## src/rtl/traffic_phase_controller.sv

```systemverilog
// Highway/country-road four-phase traffic controller driven by a tick time base.
// Optional flash mode is compiled in when TRAFFIC_FLASH_EN is defined.
module traffic_phase_controller #(
  parameter int CNT_W    = 8,
  parameter int HG_MIN   = 20,
  parameter int YEL_TIME = 4,
  parameter int SG_MAX   = 10
) (
  input  logic             clk,
  input  logic             rst_n,
  input  logic             tick,
  input  logic             car,
`ifdef TRAFFIC_FLASH_EN
  input  logic             flash,
`endif
  output logic [1:0]       state,
  output logic [CNT_W-1:0] phase_cnt,
  output logic             country_red,
  output logic             country_yellow,
  output logic             country_green,
  output logic             highway_red,
  output logic             highway_yellow,
  output logic             highway_green
);

  typedef enum logic [1:0] {
    HG = 2'b00,
    HY = 2'b01,
    SG = 2'b11,
    SY = 2'b10
  } phase_e;

  localparam logic [CNT_W-1:0] HG_LAST  = CNT_W'(HG_MIN - 1);
  localparam logic [CNT_W-1:0] YEL_LAST = CNT_W'(YEL_TIME - 1);
  localparam logic [CNT_W-1:0] SG_LAST  = CNT_W'(SG_MAX - 1);

  // Lamp vector order: {hwy_red, hwy_yellow, hwy_green, cty_red, cty_yellow, cty_green}.
  function automatic logic [5:0] lamp_map(input phase_e p);
    case (p)
      HG:      lamp_map = 6'b001_100;
      HY:      lamp_map = 6'b010_100;
      SG:      lamp_map = 6'b100_001;
      default: lamp_map = 6'b100_010;
    endcase
  endfunction

  phase_e           cur, nxt;
  logic [CNT_W-1:0] cnt_nxt;
  logic [5:0]       lamps;

  always_comb begin
    // NOTE: defaults first so every path assigns both outputs and no latch is inferred.
    nxt     = cur;
    cnt_nxt = phase_cnt;
    if (tick) begin
      case (cur)
        HG: begin
          if (phase_cnt >= HG_LAST && car) begin
            nxt     = HY;
            cnt_nxt = '0;
          end else if (phase_cnt < HG_LAST) begin
            cnt_nxt = phase_cnt + CNT_W'(1);
          end
        end
        HY: begin
          if (phase_cnt == YEL_LAST) begin
            nxt     = SG;
            cnt_nxt = '0;
          end else begin
            cnt_nxt = phase_cnt + CNT_W'(1);
          end
        end
        SG: begin
          if (!car || phase_cnt == SG_LAST) begin
            nxt     = SY;
            cnt_nxt = '0;
          end else begin
            cnt_nxt = phase_cnt + CNT_W'(1);
          end
        end
        default: begin
          if (phase_cnt == YEL_LAST) begin
            nxt     = HG;
            cnt_nxt = '0;
          end else begin
            cnt_nxt = phase_cnt + CNT_W'(1);
          end
        end
      endcase
    end
  end

`ifdef TRAFFIC_FLASH_EN
  logic flash_q;
  logic blink;
  logic blink_nxt;

  // Blink starts lit on the first flash cycle, then toggles on each tick.
  always_comb begin
    blink_nxt = blink;
    if (!flash_q)  blink_nxt = 1'b1;
    else if (tick) blink_nxt = ~blink;
  end
`endif

  always_ff @(posedge clk or negedge rst_n) begin
    if (!rst_n) begin
      cur       <= HG;
      phase_cnt <= '0;
      lamps     <= lamp_map(HG);
`ifdef TRAFFIC_FLASH_EN
      flash_q   <= 1'b0;
      blink     <= 1'b0;
`endif
    end else begin
      // NOTE: non-blocking so every register samples pre-edge values together.
      cur       <= nxt;
      phase_cnt <= cnt_nxt;
      lamps     <= lamp_map(nxt);
`ifdef TRAFFIC_FLASH_EN
      flash_q   <= flash;
      blink     <= flash ? blink_nxt : 1'b0;
      if (flash) begin
        cur       <= HG;
        phase_cnt <= '0;
        lamps     <= {1'b0, blink_nxt, 1'b0, blink_nxt, 2'b00};
      end
`endif
    end
  end

  assign state = cur;
  assign {highway_red, highway_yellow, highway_green,
          country_red, country_yellow, country_green} = lamps;

endmodule

```

## config.mk

```make
export PLATFORM = sky130hd
export DESIGN_NAME = traffic_phase_controller
export DESIGN_NICKNAME = d
export VERILOG_FILES = /design/src/rtl/traffic_phase_controller.sv
export SDC_FILE = /design/constraint.sdc
export NUM_CORES = 1
export LEC_CHECK = 0
export ABC_AREA = 1
export CAP_MARGIN = 20
export CORE_ASPECT_RATIO = 0.8
export CORE_MARGIN = 8
export CORE_UTILIZATION = 45
export DETAILED_ROUTE_END_ITERATION = 7
export PLACE_DENSITY = 0.71
export SLEW_MARGIN = 20
export SYNTH_ARGS = -nofsm -noshare
export SYNTH_HDL_FRONTEND = slang
export SYNTH_SLANG_ARGS = --single-unit
```

## constraint.sdc

```tcl
create_clock -name clk -period 1.86 [get_ports clk]
set_input_delay 0.279 -clock clk [delete_from_list [all_inputs] [get_ports clk]]
set_output_delay 0.279 -clock clk [all_outputs]
set_load 0.02 [all_outputs]
```

==> summary.md, run 1 <==
| Metric | Value |
|---|---|
| Tmin final | `1780 ps` |
| Routed WL | `a little over 2000 microns` |
| CP bufs+invs | `1` |
| Row Count | `15` |
| Nature of the critical path startpoint | `flip-flop` |
| First-pass GRT wire length | `3590 microns` |
| Worst Setup Path Type | `reg -> out` |
| Most common cell after layout, fill and taps aside | `nand2_1` |
| Cells after Synth | `121` |
| Vias in the first global route | `772` |
| Core Util, Final | `59.4%` |
| Setup Buffers After CTS | `0` |
| Period utilization | `95.5%` |
| CTS tree | `yes` |
| Mean post-synth cell area | `roughly 8.2 sq um` |
| Share of layout cells above drive strength 1 | `23.4%` |
| VDD IR-drop max | `927 uV` |
| Achievable Freq | `0.563 GHz` |
| Worst path max stage delay | `670 ps` |
| Vias per cell | `4.81` |
| CP endpoint kind | `output port` |
| Via count | `817` |
| Synthesis-to-layout area growth | `26.7%` |
| Worst Clk Skew | `10.6 ps` |
| DIE HEIGHT | `between 50 and 60 microns` |
| Int Pwr | `a little under 1000 uW` |
| Sw frac | `44.0%` |
| Syn nets | `131` |
| Synth Flop Type | `dfrtp_1` |
| Initial antenna violation count | `0` |
| Sw Pwr | `761 uW` |
| Iteration count of the initial detailed-routing pass | `4` |
| Routed WL per cell | `12.2 microns` |
| Status | `complete, no violations` |
| Ant diodes | `0` |
| EDFF count, synth | `0` |
| Total CTS buffers | `3` |
| GRT Overall Usage | `11.8%` |
| Hold/Removal Path Class | `in -> async` |
| Worst Tran Pin Value | `383 ps` |
| CTS sink cnt | `16` |
| Static Leak | `0.000618 uW` |
| Top delay family on crit path | `buffers and inverters` |
| DR iter-0 viols | `26` |
| Setup ws final | `about 84 ps` |
| Fin. Hold Viols | `0` |
| Cell Pwr Density | `about 1400 mW/mm^2` |
| Root Buffer | `clkbuf_4` |
| # Max-Cap Violations | `0` |
| Yosys cell types | `25` |
| CP max FO | `8` |
| Rel. slew slack | `74.4%` |
| Crit path DAT | `about 1500 ps` |
| Unrepaired setup endpoints after global routing | `false` |
| Ys Warns | `0` |
| Die width | `68.6 microns` |
| Worst Path Required | `1580 ps` |
| Critical Path Slowest Stage Cell | `clkdlybuf4s50_1` |
| Ys async rst share | `100%` |
| Slew Viols, Final | `0` |
| Sequential area share after synthesis | `40.5%` |
| Starting Density | `46.9%` |
| Setup violations, final | `0` |
| Worst-skew pair later-pin latency | `290 ps` |
| Total grt overflow | `0` |
| Post-DP HPWL | `1600 microns` |
| DR DRC count | `0` |
| Clk pin slew, worst setup/hold paths | `roughly 100 ps` |
| Logic pwr share | `between 50% and 60%` |
| Post-synthesis register bit count | `16` |
| Mapped Area | `slightly below 0.001 sq mm` |
| Most frequent cells in the layout | `nand2_1 (31), clkdlybuf4s50_1 (19), dfrtp_1 (14), inv_1 (13), nor2_1 (11)` |
| Routability cong. | `between 0.8 and 0.9` |
| Clock buffer depth | `2` |
| IO Count | `20` |
| DIE AREA | `0.00398 sq mm` |
| Clk pwr share | `a little over an eighth` |
| Post-Place Setup Slack | `210 ps` |
| Post-CTS Hold Fix Bufs | `0` |
| PortBufs | `19` |
| Antenna-violating nets left | `0` |
| Reg power frac | `between 30 and 40%` |
| Post-route setup TNS | `0 ps` |
| Crit path cell chain | `clkdlybuf4s50_1` |
| Post_cts resized | `0` |
| Fin nets | `156` |
| Largest net degree at the start of global routing | `17` |
| Core area | `around 0.0021 sq mm` |
| CTS H-tree depth | `1` |
[sequential cells by signal (all words and copies together), names as in the netlist]
| signal | cells |
|---|---|
| lamps | 6 |
| phase_cnt | 8 |
| state | 2 |
[metal layers]
| layer | part of all wire, % | global-route usage [%] | vias to the layer above |
|---|---|---|---|
| met3 | 5.7 | 3.65 | 4 |
| met4 | 1.3 | 5.25 | 0 |
| met2 | 45 | 16.6 | 20 |
| met1 | 48 | 16.0 | 372 |
| met5 | 0 | 0 | - |
| li1 | - | - | 421 |
[synthesized netlist by cell type, types with 2 or more instances]
library cell / n / area, sq um
dfstp_2: 2 / 52.6
nor2_1: 11 / 41.3
inv_2: 4 / 15.0
nand3_2: 2 / 20.0
ha_1: 6 / 75.1
inv_1: 13 / 48.8
nand2_4: 2 / 22.5
nand2_1: 31 / 116
o21ai_2: 2 / 17.5
a21oi_1: 3 / 15.0
nor2_2: 3 / 18.8
nand3b_1: 2 / 15.0
nand2_2: 7 / 43.8
dfrtp_1: 14 / 350
nand3_1: 9 / 45.0
[metrics by stage]
| step | hold WS (ps) | std cells | area (sq um) | power (uW) |
|---|---|---|---|---|
| floorplan | -16.6 | 121 | 995 | 1170 |
| global placement | 523 | 166 | 1220 | 1510 |
| detailed placement | 531 | 166 | 1220 | 1520 |
| CTS | 294 | 170 | 1260 | 1750 |
| global route | 298 | 170 | 1260 | 1870 |
| finish | 283 | 170 | 1260 | 1730 |
[power by group through the flow]
stage | clock network [uW] | registers, uW | logic [uW]
finish | 236 | 575 | 921
global route | 255 | 597 | 1020
CTS | 237 | 577 | 937
detailed placement | 0 | 583 | 933
global placement | 0 | 575 | 933
floorplan | 0 | 705 | 468
[cells by family (layout without fill, tap and decap cells)]
logic type               after synthesis  count (layout)  synth area share, %
adder cells (fa/ha/maj)                6               6                 7.55
XOR/XNOR                               1               1                0.881
buffers and inverters                 20              44                 7.92
AO/OA/AOI/OAI                          9               9                 7.92
AND/OR/NAND/NOR                       69              69                 35.2
flip-flops                            16              16                 40.5
[cell type report]
class / count / area (sq um)
Clock buffer: 4 / 36.3
Fill cell: 193 / 861
Tap cell: 25 / 31.3
Timing Repair Buffer: 20 / 198
Multi-Input combinational cell: 85 / 513
Sequential cell: 16 / 403
Inverter: 20 / 78.8
[final timing paths]
path / from / end / slack [ps] / depth (start not counted)
max: state[0] / state[0] / 80 / 1
min: rst_n / phase_cnt[3] / 280 / 2
max reg2reg: phase_cnt[0] / phase_cnt[0] / 170 / 10
min reg2reg: phase_cnt[7] / phase_cnt[7] / 540 / 3
max in group asynchronous: rst_n / lamps[2] / 1310 / 2
min in group clk: phase_cnt[7] / phase_cnt[7] / 540 / 3
(Power assumes the default switching activity.)
==> run 2: changes to the inputs <==
--- a/config.mk
+++ b/config.mk
@@ -12,6 +12,8 @@
 export CORE_UTILIZATION = 45
 export DETAILED_ROUTE_END_ITERATION = 7
 export PLACE_DENSITY = 0.71
+export SETUP_SLACK_MARGIN = 0.2
+export SKIP_CTS_REPAIR_TIMING = 1
 export SLEW_MARGIN = 20
 export SYNTH_ARGS = -nofsm -noshare
 export SYNTH_HDL_FRONTEND = slang
==> summary.md, run 2 (synthesis results as in run 1) <==
| Metric | Value |
|---|---|
| Status | `complete, no violations` |
| CTS sink cnt | `16 (unchanged)` |
| Share of layout cells above drive strength 1 | `33.1% (+9.7 points)` |
| Core Util, Final | `64.0% (+4.5 points)` |
| Clk pin slew, worst setup/hold paths | `100 ps (about the same)` |
| Crit path cell chain | `clkdlybuf4s50_1` |
| Fin. Hold Viols | `0 (unchanged)` |
| Worst Clk Skew | `13.4 ps (+2.80 ps)` |
| CTS H-tree depth | `1 (unchanged)` |
| Post-route setup TNS | `0 ps (unchanged)` |
| Worst Tran Pin Value | `472 ps (+89.1 ps)` |
| Antenna-violating nets left | `0 (unchanged)` |
| Clock buffer depth | `2 (unchanged)` |
| DR DRC count | `0 (unchanged)` |
| CTS tree | `yes` |
| Synthesis-to-layout area growth | `36.4%` |
| Iteration count of the initial detailed-routing pass | `4 (unchanged)` |
| DIE HEIGHT | `58.1 microns (unchanged)` |
| DR iter-0 viols | `26 (unchanged)` |
| Ant diodes | `0 (unchanged)` |
| Largest register FFs | `8 (unchanged)` |
| Vias in the first global route | `772 (unchanged)` |
| Reg-to-reg critical path startpoint | `phase_cnt[0]` |
| Nature of the critical path startpoint | `flip-flop` |
| Starting Density | `46.9% (unchanged)` |
| Slew Viols, Final | `0 (unchanged)` |
| VDD IR-drop max | `911 uV (-1.7%)` |
| IO Count | `20 (unchanged)` |
| Fin nets | `159 (+1.9%)` |
| Routability cong. | `0.871 (unchanged)` |
| Row Count | `15 (unchanged)` |
| Worst-skew pair later-pin latency | `290 ps (about the same)` |
| Routed WL per cell | `12.8 microns (+5.2%)` |
| Routed WL | `2220 microns (+7.1%)` |
| First-pass GRT wire length | `3590 microns (unchanged)` |
| Total CTS buffers | `3 (unchanged)` |
| Most frequent cells in the layout | `nand2_1 (29), inv_1 (11), dfrtp_1 (11), nor2_1 (10), dlymetal6s2s_1 (10)` |
| Period utilization | `84.9% (-11 points)` |
| Largest Register | `phase_cnt` |
| Initial antenna violation count | `0 (unchanged)` |
| Final Cell Area | `0.00136 sq mm (+7.6%)` |
| CP endpoint kind | `output port` |
| Most common cell after layout, fill and taps aside | `nand2_1` |
| Post-DP HPWL | `1600 microns (unchanged)` |
| Critical Path Slowest Stage Cell | `clkdlybuf4s50_1` |
| Unrepaired setup endpoints after global routing | `false` |
| CP bufs+invs | `1 (unchanged)` |
| # Max-Cap Violations | `0 (unchanged)` |
| Hold/Removal Path Class | `in -> async` |
| Total grt overflow | `0 (unchanged)` |
| Core area | `0.00212 sq mm (unchanged)` |
| Number of fill cells | `171 (-11%)` |
| Root Buffer | `clkbuf_4` |
| Worst path max stage delay | `620 ps (-50 ps)` |
| Die width | `68.6 microns (unchanged)` |
| Critical Path Start | `state[1]` |
| Static Leak | `0.000785 uW (+27%)` |
| Setup violations, final | `0 (unchanged)` |
| Largest net degree at the start of global routing | `17 (unchanged)` |
| Tmin final | `1580 ps (-197 ps)` |
| GRT Overall Usage | `11.8% (unchanged)` |
| Vias per cell | `4.94 (+2.8%)` |
| Cell Pwr Density | `1370 mW/mm^2 (-0.36%)` |
| CP max FO | `4 (-4)` |
| DIE AREA | `0.00398 sq mm (unchanged)` |
| Rel. slew slack | `68.4% (-6.0 points)` |
| Post-place instance area | `0.00122 sq mm (unchanged)` |
| Worst Setup Path Type | `reg -> out` |
| Via count | `855 (+4.7%)` |
| Top delay family on crit path | `buffers and inverters` |
| Crit path DAT | `1300 ps (-200 ps)` |
| Achievable Freq | `0.633 GHz (+13%)` |
| Worst Path Required | `1580 ps (about the same)` |
| PortBufs | `19 (unchanged)` |
## run 2: cell types whose count changed in the layout (fill, tap and decap cells not counted), sizes merged
cell	before	now
buf	1	4
clkdlybuf4s50	19	9
dlymetal6s2s	0	10
## run 2: path summary, 6_finish.rpt
check,cells after the start,slack (ps),to
worst max-delay path,1,280,state[1]
worst min-delay path,2,280,phase_cnt[3]
max in group asynchronous,2,1310,lamps[3]
worst max register to register,10,300,phase_cnt[0]
worst min register to register,3,540,phase_cnt[7]
min in group clk,3,540,phase_cnt[7]
## run 2: layer usage
layer  GRT usage [%]  part of all wire [%]  routed length, microns
met5               0                     0                       0
met3            3.65                   5.1                     113
met4            5.25                   1.2                      27
met2            16.6                    46                    1010
met1            16.0                    48                    1070
## run 2: per-stage QoR
stage          worst slack [ps]  power, uW  cells  hold WS, ps
3_5_place_dp                210       1520    166          531
2_1_floorplan               268       1170    121        -16.6
3_3_place_gp                204       1510    166          523
5_1_grt                     189       1990    173          298
4_1_cts                    68.2       1750    170          294
6_report                    281       1860    173          282
## run 2: cell type report
cell class                 count  area [sq um]  area share (%)
inverter                      20          81.3            6.00
sequential                    16           407            30.0
timing repair buffer          23           249            18.4
multi-input combinational     85           552            40.7
tap                           25          31.3            2.31
clock buffer                   4          36.3            2.68
## run 2: worst register-to-register path: stages (launching register included)
cell and delay (ps):
dfrtp_2 440, ha_2 220, inv_2 80, nand2_1 50, nand2_1 70, nand2_2 80
nand3_4 120, nand2_8 90, inv_4 100, nand3_2 100, o21ai_2 130
## run 2: power by group
| part | internal (uW) | switching (uW) | total (uW) | leakage (uW) |
|---|---|---|---|---|
| sequential | 475 | 103 | 577 | 0.000197 |
| combinational | 449 | 596 | 1050 | 0.000566 |
| clock | 119 | 115 | 235 | 0.0000210 |
| total | 1040 | 814 | 1860 | 0.000785 |
